`config.mk`:
```
export PLATFORM = sky130hd
export DESIGN_NAME = seq_divider16
export DESIGN_NICKNAME = d
export VERILOG_FILES = /design/src/rtl/seq_divider16_pkg.sv /design/src/rtl/seq_divider16_div_trial_sub.sv /design/src/rtl/seq_divider16.sv
export SDC_FILE = /design/constraint.sdc
export NUM_CORES = 1
export LEC_CHECK = 0
export BUFFER_PORTS_ARGS = -buffer_cell sky130_fd_sc_hd__buf_2
export CAP_MARGIN = 20
export CELL_PAD_IN_SITES_DETAIL_PLACEMENT = 0
export CELL_PAD_IN_SITES_GLOBAL_PLACEMENT = 1
export CORE_AREA = 2 2 101 103
export DETAILED_ROUTE_END_ITERATION = 12
export DIE_AREA = 0 0 103 105
export PLACE_DENSITY_LB_ADDON = 0.1
export SLEW_MARGIN = 15
export SYNTH_ARGS = -nofsm -noshare
export SYNTH_HDL_FRONTEND = slang
export SYNTH_SLANG_ARGS = --single-unit
```
`constraint.sdc`:
```
create_clock -name clk -period 8.58 [get_ports clk]
set_input_delay 1.716 -clock clk [delete_from_list [all_inputs] [get_ports clk]]
set_output_delay 1.716 -clock clk [all_outputs]
set_load 0.03 [all_outputs]
```
`src/rtl/seq_divider16_pkg.sv`:
```
// Shared types and constants for the sequential restoring divider.
package seq_divider16_pkg;

  localparam int DEF_WIDTH = 16;

  typedef enum logic [1:0] {
    ST_IDLE = 2'd0,
    ST_RUN  = 2'd1,
    ST_DONE = 2'd2
  } state_t;

  // Quotient reported when the divisor is zero.
  localparam logic [DEF_WIDTH-1:0] QUOT_ALL_ONES = '1;

endpackage

```
`src/rtl/seq_divider16_div_trial_sub.sv`:
```
// Ripple trial subtractor a - b, formed as a + ~b + 1 from full-adder cells.

module full_adder (
  input  logic i_a,
  input  logic i_b,
  input  logic i_c,
  output logic o_s,
  output logic o_c
);
  // Single-bit sum and carry.
  always_comb begin
    o_s = i_a ^ i_b ^ i_c;
    o_c = (i_a & i_b) | (i_c & (i_a ^ i_b));
  end
endmodule

module div_trial_sub #(
  parameter int WIDTH = 16
) (
  input  logic [WIDTH:0] i_a,
  input  logic [WIDTH:0] i_b,
  output logic [WIDTH:0] o_diff,
  output logic           o_nonneg
);
  logic [WIDTH+1:0] w_carry;
  logic [WIDTH:0]   w_b_inv;

  // Carry-in of one completes the two's-complement negation of b.
  always_comb begin
    w_carry[0] = 1'b1;
    w_b_inv    = ~i_b;
  end

  for (genvar g = 0; g <= WIDTH; g++) begin : g_fa
    full_adder u_fa (
      .i_a (i_a[g]),
      .i_b (w_b_inv[g]),
      .i_c (w_carry[g]),
      .o_s (o_diff[g]),
      .o_c (w_carry[g+1])
    );
  end

  // Carry out of the top cell means no borrow, i.e. a >= b.
  always_comb o_nonneg = w_carry[WIDTH+1];
endmodule

```
`src/rtl/seq_divider16.sv`:
```
// Sequential unsigned restoring divider, one quotient bit per clock.
//
// state | meaning
// IDLE  | waiting for start; results from the last operation held
// RUN   | one trial subtraction per edge, WIDTH edges total
// DONE  | done pulse for one cycle, then back to IDLE
module seq_divider16
  import seq_divider16_pkg::*;
#(
  parameter int WIDTH = DEF_WIDTH,
  parameter int CNT_W = 5
) (
  input  logic             clk,
  input  logic             rst,
  input  logic             start,
  input  logic [WIDTH-1:0] dividend,
  input  logic [WIDTH-1:0] divisor,
  output logic             busy,
  output logic             done,
  output logic [WIDTH-1:0] quotient,
  output logic [WIDTH-1:0] remainder,
  output logic             div_by_zero
);

  // All ones at whatever WIDTH this instance uses.
  localparam logic [WIDTH-1:0] L_DBZ_QUOT = {WIDTH{QUOT_ALL_ONES[0]}};
  localparam logic [CNT_W-1:0] L_LAST_CNT = CNT_W'(WIDTH - 1);

  state_t           r_state;
  state_t           w_state_nxt;
  logic             w_accept;
  logic             w_last;

  logic [WIDTH-1:0] r_dvd;
  logic [WIDTH-1:0] r_rem;
  logic [WIDTH-1:0] r_divisor;
  logic [CNT_W-1:0] r_cnt;
  logic [WIDTH-1:0] r_quot;
  logic [WIDTH-1:0] r_rem_out;
  logic             r_dbz;

  logic [WIDTH:0]   w_shifted;
  logic [WIDTH:0]   w_trial;
  logic             w_nonneg;
  logic             w_qbit;
  logic [WIDTH-1:0] w_rem_nxt;

  // The full partial remainder is kept in the shift so that a remainder with
  // its top bit set (possible with large divisors) still compares correctly.
  always_comb w_shifted = {r_rem, r_dvd[WIDTH-1]};

  div_trial_sub #(.WIDTH(WIDTH)) u_trial (
    .i_a      (w_shifted),
    .i_b      ({1'b0, r_divisor}),
    .o_diff   (w_trial),
    .o_nonneg (w_nonneg)
  );

  // Quotient bit and restored/updated remainder for this iteration; the
  // difference sign bit and the adder carry agree for in-range operands.
  always_comb begin
    w_qbit    = w_nonneg & ~w_trial[WIDTH];
    w_rem_nxt = w_qbit ? w_trial[WIDTH-1:0] : w_shifted[WIDTH-1:0];
    w_last    = (r_cnt == L_LAST_CNT);
  end

  // State register.
  always_ff @(posedge clk) begin
    if (rst) r_state <= ST_IDLE;
    else     r_state <= w_state_nxt;
  end

  // Next-state decode and handshake outputs.
  always_comb begin
    w_state_nxt = r_state;
    w_accept    = 1'b0;
    busy        = 1'b0;
    done        = 1'b0;
    unique case (r_state)
      ST_IDLE: begin
        if (start) begin
          w_accept    = 1'b1;
          w_state_nxt = (divisor == '0) ? ST_DONE : ST_RUN;
        end
      end
      ST_RUN: begin
        busy = 1'b1;
        if (w_last) w_state_nxt = ST_DONE;
      end
      ST_DONE: begin
        done        = 1'b1;
        w_state_nxt = ST_IDLE;
      end
      default: w_state_nxt = ST_IDLE;
    endcase
  end

  // Operand capture, iteration and result registers.
  always_ff @(posedge clk) begin
    if (rst) begin
      r_dvd     <= '0;
      r_rem     <= '0;
      r_divisor <= '0;
      r_cnt     <= '0;
      r_quot    <= '0;
      r_rem_out <= '0;
      r_dbz     <= 1'b0;
    end else if (w_accept) begin
      if (divisor == '0) begin
        r_quot    <= L_DBZ_QUOT;
        r_rem_out <= dividend;
        r_dbz     <= 1'b1;
      end else begin
        r_dvd     <= dividend;
        r_rem     <= '0;
        r_divisor <= divisor;
        r_cnt     <= '0;
      end
    end else if (r_state == ST_RUN) begin
      r_rem <= w_rem_nxt;
      r_dvd <= {r_dvd[WIDTH-2:0], w_qbit};
      r_cnt <= r_cnt + 1'b1;
      if (w_last) begin
        r_quot    <= {r_dvd[WIDTH-2:0], w_qbit};
        r_rem_out <= w_rem_nxt;
        r_dbz     <= 1'b0;
      end
    end
  end

  // Result ports.
  always_comb begin
    quotient    = r_quot;
    remainder   = r_rem_out;
    div_by_zero = r_dbz;
  end

endmodule

```
==> results of run 1 <==
==> cells by family after synthesis <==
| family | count (synthesis) | synth area share |
|---|---|---|
| fa+ha+maj | 18 | 0.0830 |
| flops | 88 | 0.433 |
| buf+inv | 59 | 0.0655 |
| simple gates | 129 | 0.151 |
| mux | 16 | 0.0440 |
| compound gates | 111 | 0.220 |
| xor+xnor | 1 | 0.00400 |
==> where the power goes <==
part / switching (mW) / total (mW) / internal [mW] / leakage (nW)
sequential: 0.0150 / 0.446 / 0.431 / 0.716
combinational: 0.136 / 0.251 / 0.115 / 1.01
clock: 0.153 / 0.319 / 0.166 / 0.103
total: 0.304 / 1.02 / 0.711 / 1.83
==> cells in the mapped netlist (4+ instances only) <==
cell type / instances
a211oi_1: 17
a21oi_1: 39
buf_2: 6
buf_6: 4
clkbuf_1: 20
dfxtp_1: 88
fa_1: 15
inv_1: 25
mux2_2: 15
nand2_1: 37
nand2b_1: 5
nand3_1: 4
nor2_1: 65
nor4_4: 4
o221a_1: 27
o32ai_1: 15
==> area by class of cell <==
type                    instances  area, sq um  share of cell area
inverters                      25         93.8              0.0200
well taps                     133          166              0.0355
clock buffers                  10          128              0.0272
repair buffers                 75          405              0.0865
multi-input cells             275         2040               0.435
flip-flops and latches         88         1760               0.376
clock inverters                 6         92.6              0.0197
==> worst max-delay path by stage <==
stage / from / endpoint / slack [ps] / depth (start not counted)
after global placement: r_dvd[15]$_SDFFE_PP0P_ / remainder[13]$_SDFFE_PP0P_ / 750 / 25
after floorplan: r_dvd[15]$_SDFFE_PP0P_ / remainder[10]$_SDFFE_PP0P_ / 810 / 25
after CTS: r_dvd[15]$_SDFFE_PP0P_ / remainder[13]$_SDFFE_PP0P_ / 570 / 25
final: r_dvd[15]$_SDFFE_PP0P_ / remainder[13]$_SDFFE_PP0P_ / 670 / 25
after global routing: r_dvd[15]$_SDFFE_PP0P_ / remainder[2]$_SDFFE_PP0P_ / 250 / 25
after detailed placement: r_dvd[15]$_SDFFE_PP0P_ / remainder[13]$_SDFFE_PP0P_ / 650 / 25
==> worst max-delay path: stages (launching register included) <==
cell and delay, ps:
dfxtp_1 330, inv_1 50, ha_1 160, inv_1 70, fa_1 170, inv_1 50
fa_1 420, fa_1 440, fa_1 430, fa_1 440, fa_1 430, fa_1 430
fa_1 450, fa_1 440, fa_1 430, fa_1 420, fa_1 420, fa_1 420
fa_1 400, inv_1 80, fa_1 210, xor2_2 130, buf_4 280, mux2_2 380
a21oi_1 170, o221a_1 190
==> metrics by stage <==
stage,instance area (sq um),hold slack [ps]
global placement,4440,442
finish,4690,462
CTS,4670,466
floorplan,4070,436
global route,4690,490
detailed placement,4450,452
==> state kept, by name (all words and copies together), names as in the netlist <==
signal,cells
quotient,16
r_dvd,16
div_by_zero,1
r_state,2
r_divisor,16
remainder,16
r_cnt,5
r_rem,16
==> routing by layer <==
metal	vias to the layer above	wire length, um
li1	1604	-
met1	1564	4730
met5	-	0
met3	10	495
met2	72	4560
met4	0	132
==> results by group, run 1 <==
Setup path
  – Reg-to-Reg Start: r_dvd[15]$_SDFFE_PP0P_
  – Worst R2R End: remainder[13]$_SDFFE_PP0P_
  – Critical path fanouts, max: 19
  – Data arrival, critical path: 8210 ps
  – WS Path Type: flip-flop to flip-flop
  – Critical Path Source Type: flip-flop
  – R2r setup slk: 670 ps
  – Critical Path Sink Type: flip-flop
  – Req. time, crit path: 8880 ps
  – R2R cell count: 25

Drt
  – Starting DRT DRC Count: 195
  – Drt first pass iters: 4
  – WL/cell: 16.2 um
  – Routed wire length: 9920 um
  – ANT nets after route: 0
  – DRC: 0
  – DR vias: 3250
  – Drt via density: 5.31

Placement
  – Post-detail-place hpwl: 6780 um
  – Placed Instances: 595
  – RePlAce Congestion: 0.741
  – Pre-CTS WS: 655 ps
  – # port buffers: 69

Clock network
  – CTS Hold Buffers Added: 0
  – TritonCTS clock tree: yes
  – # Post-CTS Setup Buffers: 0
  – Root Buffer: clkbuf_8
  – PostCTS Resize Cnt: 0
  – CTS Buf Count: 9
  – CTS clock-pin slew for the worst setup and hold paths: 90 ps
  – CTS sink count: 88
  – Max Buffers Root-to-Sink: 2
  – Htree depth: 3
  – Clock Latency Late Sink: 360 ps

Global routing
  – Met3 Use GR: 0.0355
  – Vias in the first global route: 3124
  – GR Layer Usage met1: 0.278
  – Global-route wire length before repair: 16200 um
  – GR peak layer: met2
  – Largest net degree at the start of global routing: 90
  – Grt total ovfl: 0
  – Initial antenna violation count: 0
  – Gr usage total: 0.193
  – Met2 usage: 0.291

Final layout
  – Ant diodes: 0
  – Final Util: 0.486
  – Most common cell after layout, fill and taps aside: dfxtp_1
  – Nets: 527
  – Area growth, synth to finish: 15.2%
  – Share of cells above drive strength 1: 0.242
  – Final-layout fill cell count: 1001
  – Finished Layout Cells: 612
  – Most frequent cells in the layout: dfxtp_1, buf_2, nor2_1

Pwr
  – Power Total: 1.02 mW
  – PD cells: 217 mW/mm^2
  – Static leakage power: 1.83 nW
  – Worst VDD drop: 0.000107 V

Floorplan
  – Starting density of the core: 0.422
  – Num rows: 36
  – Core area: 0.00964 sq mm
  – Die Y: 105 um
  – Die area: 0.0108 sq mm
  – Die X: 103 um
  – Io pins: 70

Timing
  – Setup Viol. Count Final: 0
  – Fin. max-slew vios: 0
  – Fmax: 0.126 GHz
  – Setup Skew: 13.5 ps
  – Final period util: 0.922
  – Worst slew pin tran: 961 ps
  – Fin Setup TNS: 0 ps
  – Minimum clock period: 7910 ps
  – Final WS setup: 672 ps
  – RSZ-0062 raised after global routing: false
  – Max_slew headroom: 0.359
  – Final hold vios: 0

Logic synthesis
  – YS warnings: 0
  – Synth Instances: 422
  – Mapped Nets: 475
  – Synth area leaders: dfxtp_1, o221a_1, fa_1, nor2_1, a21oi_1
  – Area share of the largest cell type after synthesis: 0.433
  – Synth Register Bits: 88
  – Synth cell types: 43
  – Mapped cell area: 0.00407 sq mm
  – Post-synth top area cell: dfxtp_1
  – Syn Area/Cell: 9.64 sq um
  – Post-synth ARST share: 0
  – Most used flip-flop cell after synthesis: dfxtp_1
  – Number of synthesized flops with an enable pin: 0
  – Seq/Total Area, Yosys: 0.433

Worst hold path
  – Worst Hold Depth: 2
  – Hold endpoint: div_by_zero$_SDFFE_PP0P_
  – Min-delay worst type: flip-flop to flip-flop
  – Hold Crit Start: div_by_zero$_SDFFE_PP0P_

Status
  – Outcome: finished clean

Run
  – Max_cap viols: 0
(Power assumes the default switching activity.)
==> run 2, diff against run 1 <==
Settings changed: PLACE_DENSITY_LB_ADDON 0.1 to 0.12.
==> run 2 against run 1 <==
Final cell count fell by 0.33%. Combinational power about the same. First-iteration DRC count is 15% lower. Via count grew 0.86%. Largest power group unchanged. Utilization decreased by 0.12 points. Largest cell class unchanged. Hold slack got worse by 2.3 ps.
==> results by group, run 2 (same netlist as run 1, synthesis figures left out) <==
Floorplan
  – Io pins: 70 (unchanged)
  – Die area: 0.0108 sq mm (unchanged)
  – Core area: 0.00964 sq mm (unchanged)
  – Die Y: 105 um (unchanged)
  – Num rows: 36 (unchanged)
  – Die X: 103 um (unchanged)
  – Starting density of the core: 0.422 (unchanged)

Placement
  – RePlAce Congestion: 0.744 (+0.46%)
  – Post-detail-place hpwl: 6860 um (+1.2%)
  – DP Area: 0.00445 sq mm (-0.17%)
  – # port buffers: 69 (unchanged)

Setup path
  – R2R cell count: 25 (unchanged)
  – Data arrival, critical path: 8260 ps (+50 ps)
  – Critical path's largest stage delay: 460 ps (about the same)
  – Reg-to-Reg Start: r_dvd[15]$_SDFFE_PP0P_
  – WS Path Type: flip-flop to flip-flop
  – Cell mode on critical path: fa_1
  – R2r setup slk: 630 ps (-40 ps)
  – Req. time, crit path: 8890 ps (about the same)
  – Critical Path Sink Type: flip-flop
  – Critical path fanouts, max: 19 (unchanged)
  – CP max-delay cell: fa_1
  – Worst R2R End: remainder[2]$_SDFFE_PP0P_
  – Critical Path Source Type: flip-flop

Drt
  – DR vias: 3278 (+0.86%)
  – Drt first pass iters: 4 (unchanged)
  – Starting DRT DRC Count: 165 (-15%)
  – Routed wire length: 9970 um (+0.50%)
  – WL/cell: 16.3 um (+0.83%)
  – DRC: 0 (unchanged)
  – Drt via density: 5.37 (+1.2%)
  – ANT nets after route: 0 (unchanged)

Timing
  – Setup Skew: 7.50 ps (-5.99 ps)
  – Fin Setup TNS: 0 ps (unchanged)
  – Final hold vios: 0 (unchanged)
  – Setup Viol. Count Final: 0 (unchanged)
  – Minimum clock period: 7950 ps (+43.4 ps)
  – Fin. max-slew vios: 0 (unchanged)
  – Final period util: 0.927 (+0.00506)
  – Fmax: 0.126 GHz (-0.55%)
  – Worst slew pin tran: 951 ps (-9.80 ps)
  – Max_slew headroom: 0.366 (+0.00654)
  – RSZ-0062 raised after global routing: false

Clock network
  – # Post-CTS Setup Buffers: 0 (unchanged)
  – Htree depth: 3 (unchanged)
  – Root Buffer: clkbuf_8
  – TritonCTS clock tree: yes
  – CTS sink count: 88 (unchanged)
  – CTS Buf Count: 9 (unchanged)
  – CTS Hold Buffers Added: 0 (unchanged)
  – PostCTS Resize Cnt: 0 (unchanged)
  – CTS clock-pin slew for the worst setup and hold paths: 90 ps (about the same)
  – Clock Latency Late Sink: 360 ps (about the same)
  – Max Buffers Root-to-Sink: 2 (unchanged)

Final layout
  – Area growth, synth to finish: 14.9%
  – Most common cell after layout, fill and taps aside: dfxtp_1
  – Finished Cell Area: 0.00468 sq mm (-0.24%)
  – Most frequent cells in the layout: dfxtp_1, buf_2, nor2_1
  – Nets: 525 (-0.38%)
  – Final-layout fill cell count: 1013 (+1.2%)
  – Share of cells above drive strength 1: 0.243 (+0.00102)
  – Ant diodes: 0 (unchanged)

Pwr
  – Sequential power share: 0.434 (-0.005)
  – Static leakage power: 1.82 nW (-0.51%)
  – Psw: 0.310 mW (+1.9%)
  – Worst VDD drop: 0.0000916 V (-15%)
  – PD cells: 220 mW/mm^2 (+1.6%)
  – Clk network pwr share: 0.321 (+0.007)
  – Logic pwr share: 0.245 (-0.002)
  – Sw Ratio: 0.301 (+0.00156)
  – Design internal power: 0.719 mW (+1.1%)

Worst hold path
  – Hold endpoint: r_divisor[1]$_SDFFE_PP0P_
  – Hold Crit Start: r_divisor[1]$_SDFFE_PP0P_
  – Worst Hold Depth: 2 (unchanged)
  – Min-delay worst type: flip-flop to flip-flop

Status
  – Outcome: finished clean

Global routing
  – Gr usage total: 0.193 (-0.000712)
  – Global-route wire length before repair: 16200 um (-0.43%)
  – Largest net degree at the start of global routing: 90 (unchanged)
  – Initial antenna violation count: 0 (unchanged)
  – Grt total ovfl: 0 (unchanged)
  – Vias in the first global route: 3144 (+0.64%)

Run
  – Max_cap viols: 0 (unchanged)
-- run 2: changes by cell type in the layout (fill, tap and decap cells not counted) --
cell        change
clkbuf_1        -1
buf_4           -1
clkbuf_8        +1
nand2_1         -1
nand2_2         +1
clkinvlp_4      +1
clkinv_4        -1
buf_8           -1
-- run 2: worst max-delay path by stage --
stage          cells after the start                         end  slack, ps                    from
2_1_floorplan                     25  remainder[10]$_SDFFE_PP0P_        810  r_dvd[15]$_SDFFE_PP0P_
5_1_grt                           25   remainder[2]$_SDFFE_PP0P_        210  r_dvd[15]$_SDFFE_PP0P_
4_1_cts                           25  remainder[13]$_SDFFE_PP0P_        550  r_dvd[15]$_SDFFE_PP0P_
3_5_place_dp                      25   remainder[2]$_SDFFE_PP0P_        600  r_dvd[15]$_SDFFE_PP0P_
3_3_place_gp                      25  remainder[13]$_SDFFE_PP0P_        760  r_dvd[15]$_SDFFE_PP0P_
6_report                          25   remainder[2]$_SDFFE_PP0P_        630  r_dvd[15]$_SDFFE_PP0P_
-- run 2: metal layers --
layer / global-route usage / wire length (um)
met4: 0.0536 / 117
met2: 0.303 / 4790
met1: 0.268 / 4660
met3: 0.0368 / 401
met5: 0 / 0
-- run 2: critical path, delay by kind of cell, from the launching register on --
family	cells	cell delay [ps]
XOR/XNOR	1	130
multiplexers	1	380
AO/OA/AOI/OAI	2	350
adder cells (fa/ha/maj)	16	6160
flip-flops	1	340
buffers and inverters	5	520
-- run 2: layout make-up --
cell class	count	area (sq um)	share of cell area
clock inverter	6	91.3	0.0195
inverter	25	93.8	0.0201
clock buffer	10	138	0.0294
multi-input combinational	275	2040	0.437
tap	133	166	0.0356
sequential	88	1760	0.377
timing repair buffer	73	383	0.0819
-- run 2: power by group through the flow --
stage / Combinational [mW] / Clock [mW] / Sequential, mW
2_1_floorplan: 0.195 / 0 / 0.452
3_3_place_gp: 0.247 / 0 / 0.456
3_5_place_dp: 0.254 / 0 / 0.456
4_1_cts: 0.256 / 0.335 / 0.446
5_1_grt: 0.282 / 0.353 / 0.450
6_report: 0.252 / 0.331 / 0.446
-- run 2: stage by stage --
step | worst slack (ps) | utilization | hold slack (ps) | cells | total power [mW]
after floorplan | 808 | - | 436 | 422 | 0.647
after CTS | 546 | 0.485 | 465 | 610 | 1.04
final | 628 | 0.485 | 460 | 610 | 1.03
after global placement | 758 | 0.460 | 443 | 593 | 0.703
after detailed placement | 602 | 0.461 | 452 | 594 | 0.710
after global routing | 208 | 0.485 | 483 | 610 | 1.09
==> run 3, diff against run 2 <==
Settings changed: CORE_AREA 2 2 101 103 to 2 2 98 100, DIE_AREA 0 0 103 105 to 0 0 100 102.
Clock period 8.58 ns to 9.6 ns, I/O delays scaled along.
==> run 3 against run 2 <==
Power is 12% lower. Final cell count decreased by 3.4%. Die area down 5.7%. Sequential cell count is the same. Highest routed layer unchanged. Critical path depth did not move. Via count down 0.58%. Sequential share of layout area up 0.18 points. Hold slack lost 6.0 ps. Register-to-register slack improved by 1000 ps. Critical endpoint is now remainder[1]$_SDFFE_PP0P_. Worst setup slack gained 1000 ps. Utilization grew 2.6 points. Cell area fell by 0.48%.
==> results by group, run 3 (same netlist as run 1, synthesis figures left out) <==
Timing
  – Hold slack: 454 ps (-6.01 ps)
  – Final period util: 0.830 (-0.0971)
  – Setup Viol. Count Final: 0 (unchanged)
  – Minimum clock period: 7970 ps (+13.3 ps)
  – Setup Skew: 7.21 ps (-0.288 ps)
  – Worst slew pin tran: 1010 ps (+58.5 ps)
  – Fin. max-slew vios: 0 (unchanged)
  – Final hold vios: 0 (unchanged)
  – Max_slew headroom: 0.327 (-0.0390)
  – RSZ-0062 raised after global routing: false
  – Fin Setup TNS: 0 ps (unchanged)
  – Fmax: 0.126 GHz (-0.17%)

Final layout
  – Final Util: 0.511 (+0.0258)
  – Final-layout fill cell count: 926 (-8.6%)
  – Most common cell after layout, fill and taps aside: dfxtp_1
  – Share of cells above drive strength 1: 0.241 (-0.00260)
  – Register area: 0.00176 sq mm (unchanged)
  – Multi-input logic area: 0.00204 sq mm (-0.12%)
  – Finished Cell Area: 0.00465 sq mm (-0.48%)
  – Nets: 526 (+0.19%)
  – Area growth, synth to finish: 14.4%
  – Most frequent cells in the layout: dfxtp_1, buf_2, nor2_1
  – Ant diodes: 0 (unchanged)

Pwr
  – Static leakage power: 1.82 nW (+0.40%)
  – PD cells: 195 mW/mm^2 (-12%)
  – Worst VDD drop: 0.000142 V (+55%)

Global routing
  – Grt total ovfl: 0 (unchanged)
  – Largest net degree at the start of global routing: 90 (unchanged)
  – Initial antenna violation count: 0 (unchanged)
  – Vias in the first global route: 3219 (+2.4%)
  – Gr usage total: 0.203 (+0.0104)
  – Global-route wire length before repair: 16300 um (+0.77%)

Floorplan
  – Core area: 0.00911 sq mm (-5.5%)
  – Die area: 0.0102 sq mm (-5.7%)
  – Num rows: 35 (-2.8%)
  – Die Y: 102 um (-2.9%)
  – Die X: 100 um (-2.9%)
  – Io pins: 70 (unchanged)
  – Starting density of the core: 0.447 (+0.0246)

Placement
  – Post-detail-place hpwl: 6810 um (-0.81%)
  – RePlAce Congestion: 0.784 (+5.3%)
  – DP Area: 0.00442 sq mm (-0.62%)
  – # port buffers: 69 (unchanged)

Setup path
  – Data arrival, critical path: 8160 ps (-100 ps)
  – Critical path fanouts, max: 19 (unchanged)
  – Critical Path Sink Type: flip-flop
  – WS Path Type: flip-flop to flip-flop
  – Req. time, crit path: 9790 ps (+900 ps)
  – Critical Path Source Type: flip-flop
  – R2r setup slk: 1630 ps (+1010 ps)

Drt
  – WL/cell: 16.9 um (+3.5%)
  – DR vias: 3259 (-0.58%)
  – ANT nets after route: 0 (unchanged)
  – Drt via density: 5.53 (+3.0%)
  – Routed wire length: 9960 um (about the same)
  – Drt first pass iters: 4 (unchanged)
  – Starting DRT DRC Count: 120 (-27%)
  – DRC: 0 (unchanged)

Clock network
  – TritonCTS clock tree: yes
  – Clock Latency Late Sink: 350 ps (about the same)
  – Root Buffer: clkbuf_8
  – CTS clock-pin slew for the worst setup and hold paths: 90 ps (about the same)
  – # Post-CTS Setup Buffers: 0 (unchanged)
  – Max Buffers Root-to-Sink: 2 (unchanged)
  – CTS Buf Count: 9 (unchanged)
  – Htree depth: 3 (unchanged)
  – CTS Hold Buffers Added: 0 (unchanged)
  – CTS sink count: 88 (unchanged)
  – PostCTS Resize Cnt: 0 (unchanged)

Status
  – Outcome: finished clean

Run
  – Max_cap viols: 0 (unchanged)

Worst hold path
  – Min-delay worst type: flip-flop to flip-flop
[run 3: cell types whose count changed in the layout (fill, tap and decap cells not counted), sizes merged]
cell / delta
clkbuf: +1
clkinv: +1
buf: +1
clkinvlp: -1
inv: -1
[run 3: area by class of cell]
cell class                      count  share of cell area
Timing Repair Buffer               74              0.0855
Clock inverter                      5              0.0172
Multi-Input combinational cell    275               0.438
Tap cell                          111              0.0298
Clock buffer                       11              0.0304
Inverter                           25              0.0202
Sequential cell                    88               0.378
[run 3: report_power, final]
part | total (mW) | internal, mW | switching [mW]
clock | 0.282 | 0.153 | 0.128
combinational | 0.225 | 0.103 | 0.121
sequential | 0.400 | 0.385 | 0.0145
total | 0.906 | 0.642 | 0.264
[run 3: stage by stage]
step	worst slack, ps	cells	power (mW)
after global placement	1690	571	0.630
after global routing	1230	589	0.955
after detailed placement	1630	572	0.631
after CTS	1540	588	0.915
final	1630	589	0.906
after floorplan	1830	422	0.578
[run 3: final timing paths]
| path | start | to | cells after the start |
|---|---|---|---|
| setup / recovery | r_dvd[15]$_SDFFE_PP0P_ | remainder[1]$_SDFFE_PP0P_ | 25 |
| hold reg to reg | div_by_zero$_SDFFE_PP0P_ | div_by_zero$_SDFFE_PP0P_ | 2 |
| hold / removal | div_by_zero$_SDFFE_PP0P_ | div_by_zero$_SDFFE_PP0P_ | 2 |
| setup reg to reg | r_dvd[15]$_SDFFE_PP0P_ | remainder[1]$_SDFFE_PP0P_ | 25 |
[run 3: critical path, cell delays in order (launching register included)]
cell	delay, ps
dfxtp_1	330
inv_1	50
ha_1	170
inv_1	70
fa_1	170
inv_1	50
fa_1	410
fa_1	430
fa_1	430
fa_1	450
fa_1	440
fa_1	440
fa_1	450
fa_1	430
fa_1	430
fa_1	430
fa_1	430
fa_1	430
fa_1	390
inv_1	80
fa_1	210
xor2_2	130
buf_4	280
mux2_2	390
a32oi_1	190
a21oi_1	100
[run 3: metal layers]
layer | track usage | vias to the layer above | share of wire
met5 | 0 | - | 0
met4 | 0.0516 | 0 | 0.011
met3 | 0.0431 | 12 | 0.046
met2 | 0.336 | 68 | 0.48
met1 | 0.273 | 1575 | 0.46
li1 | - | 1604 | -
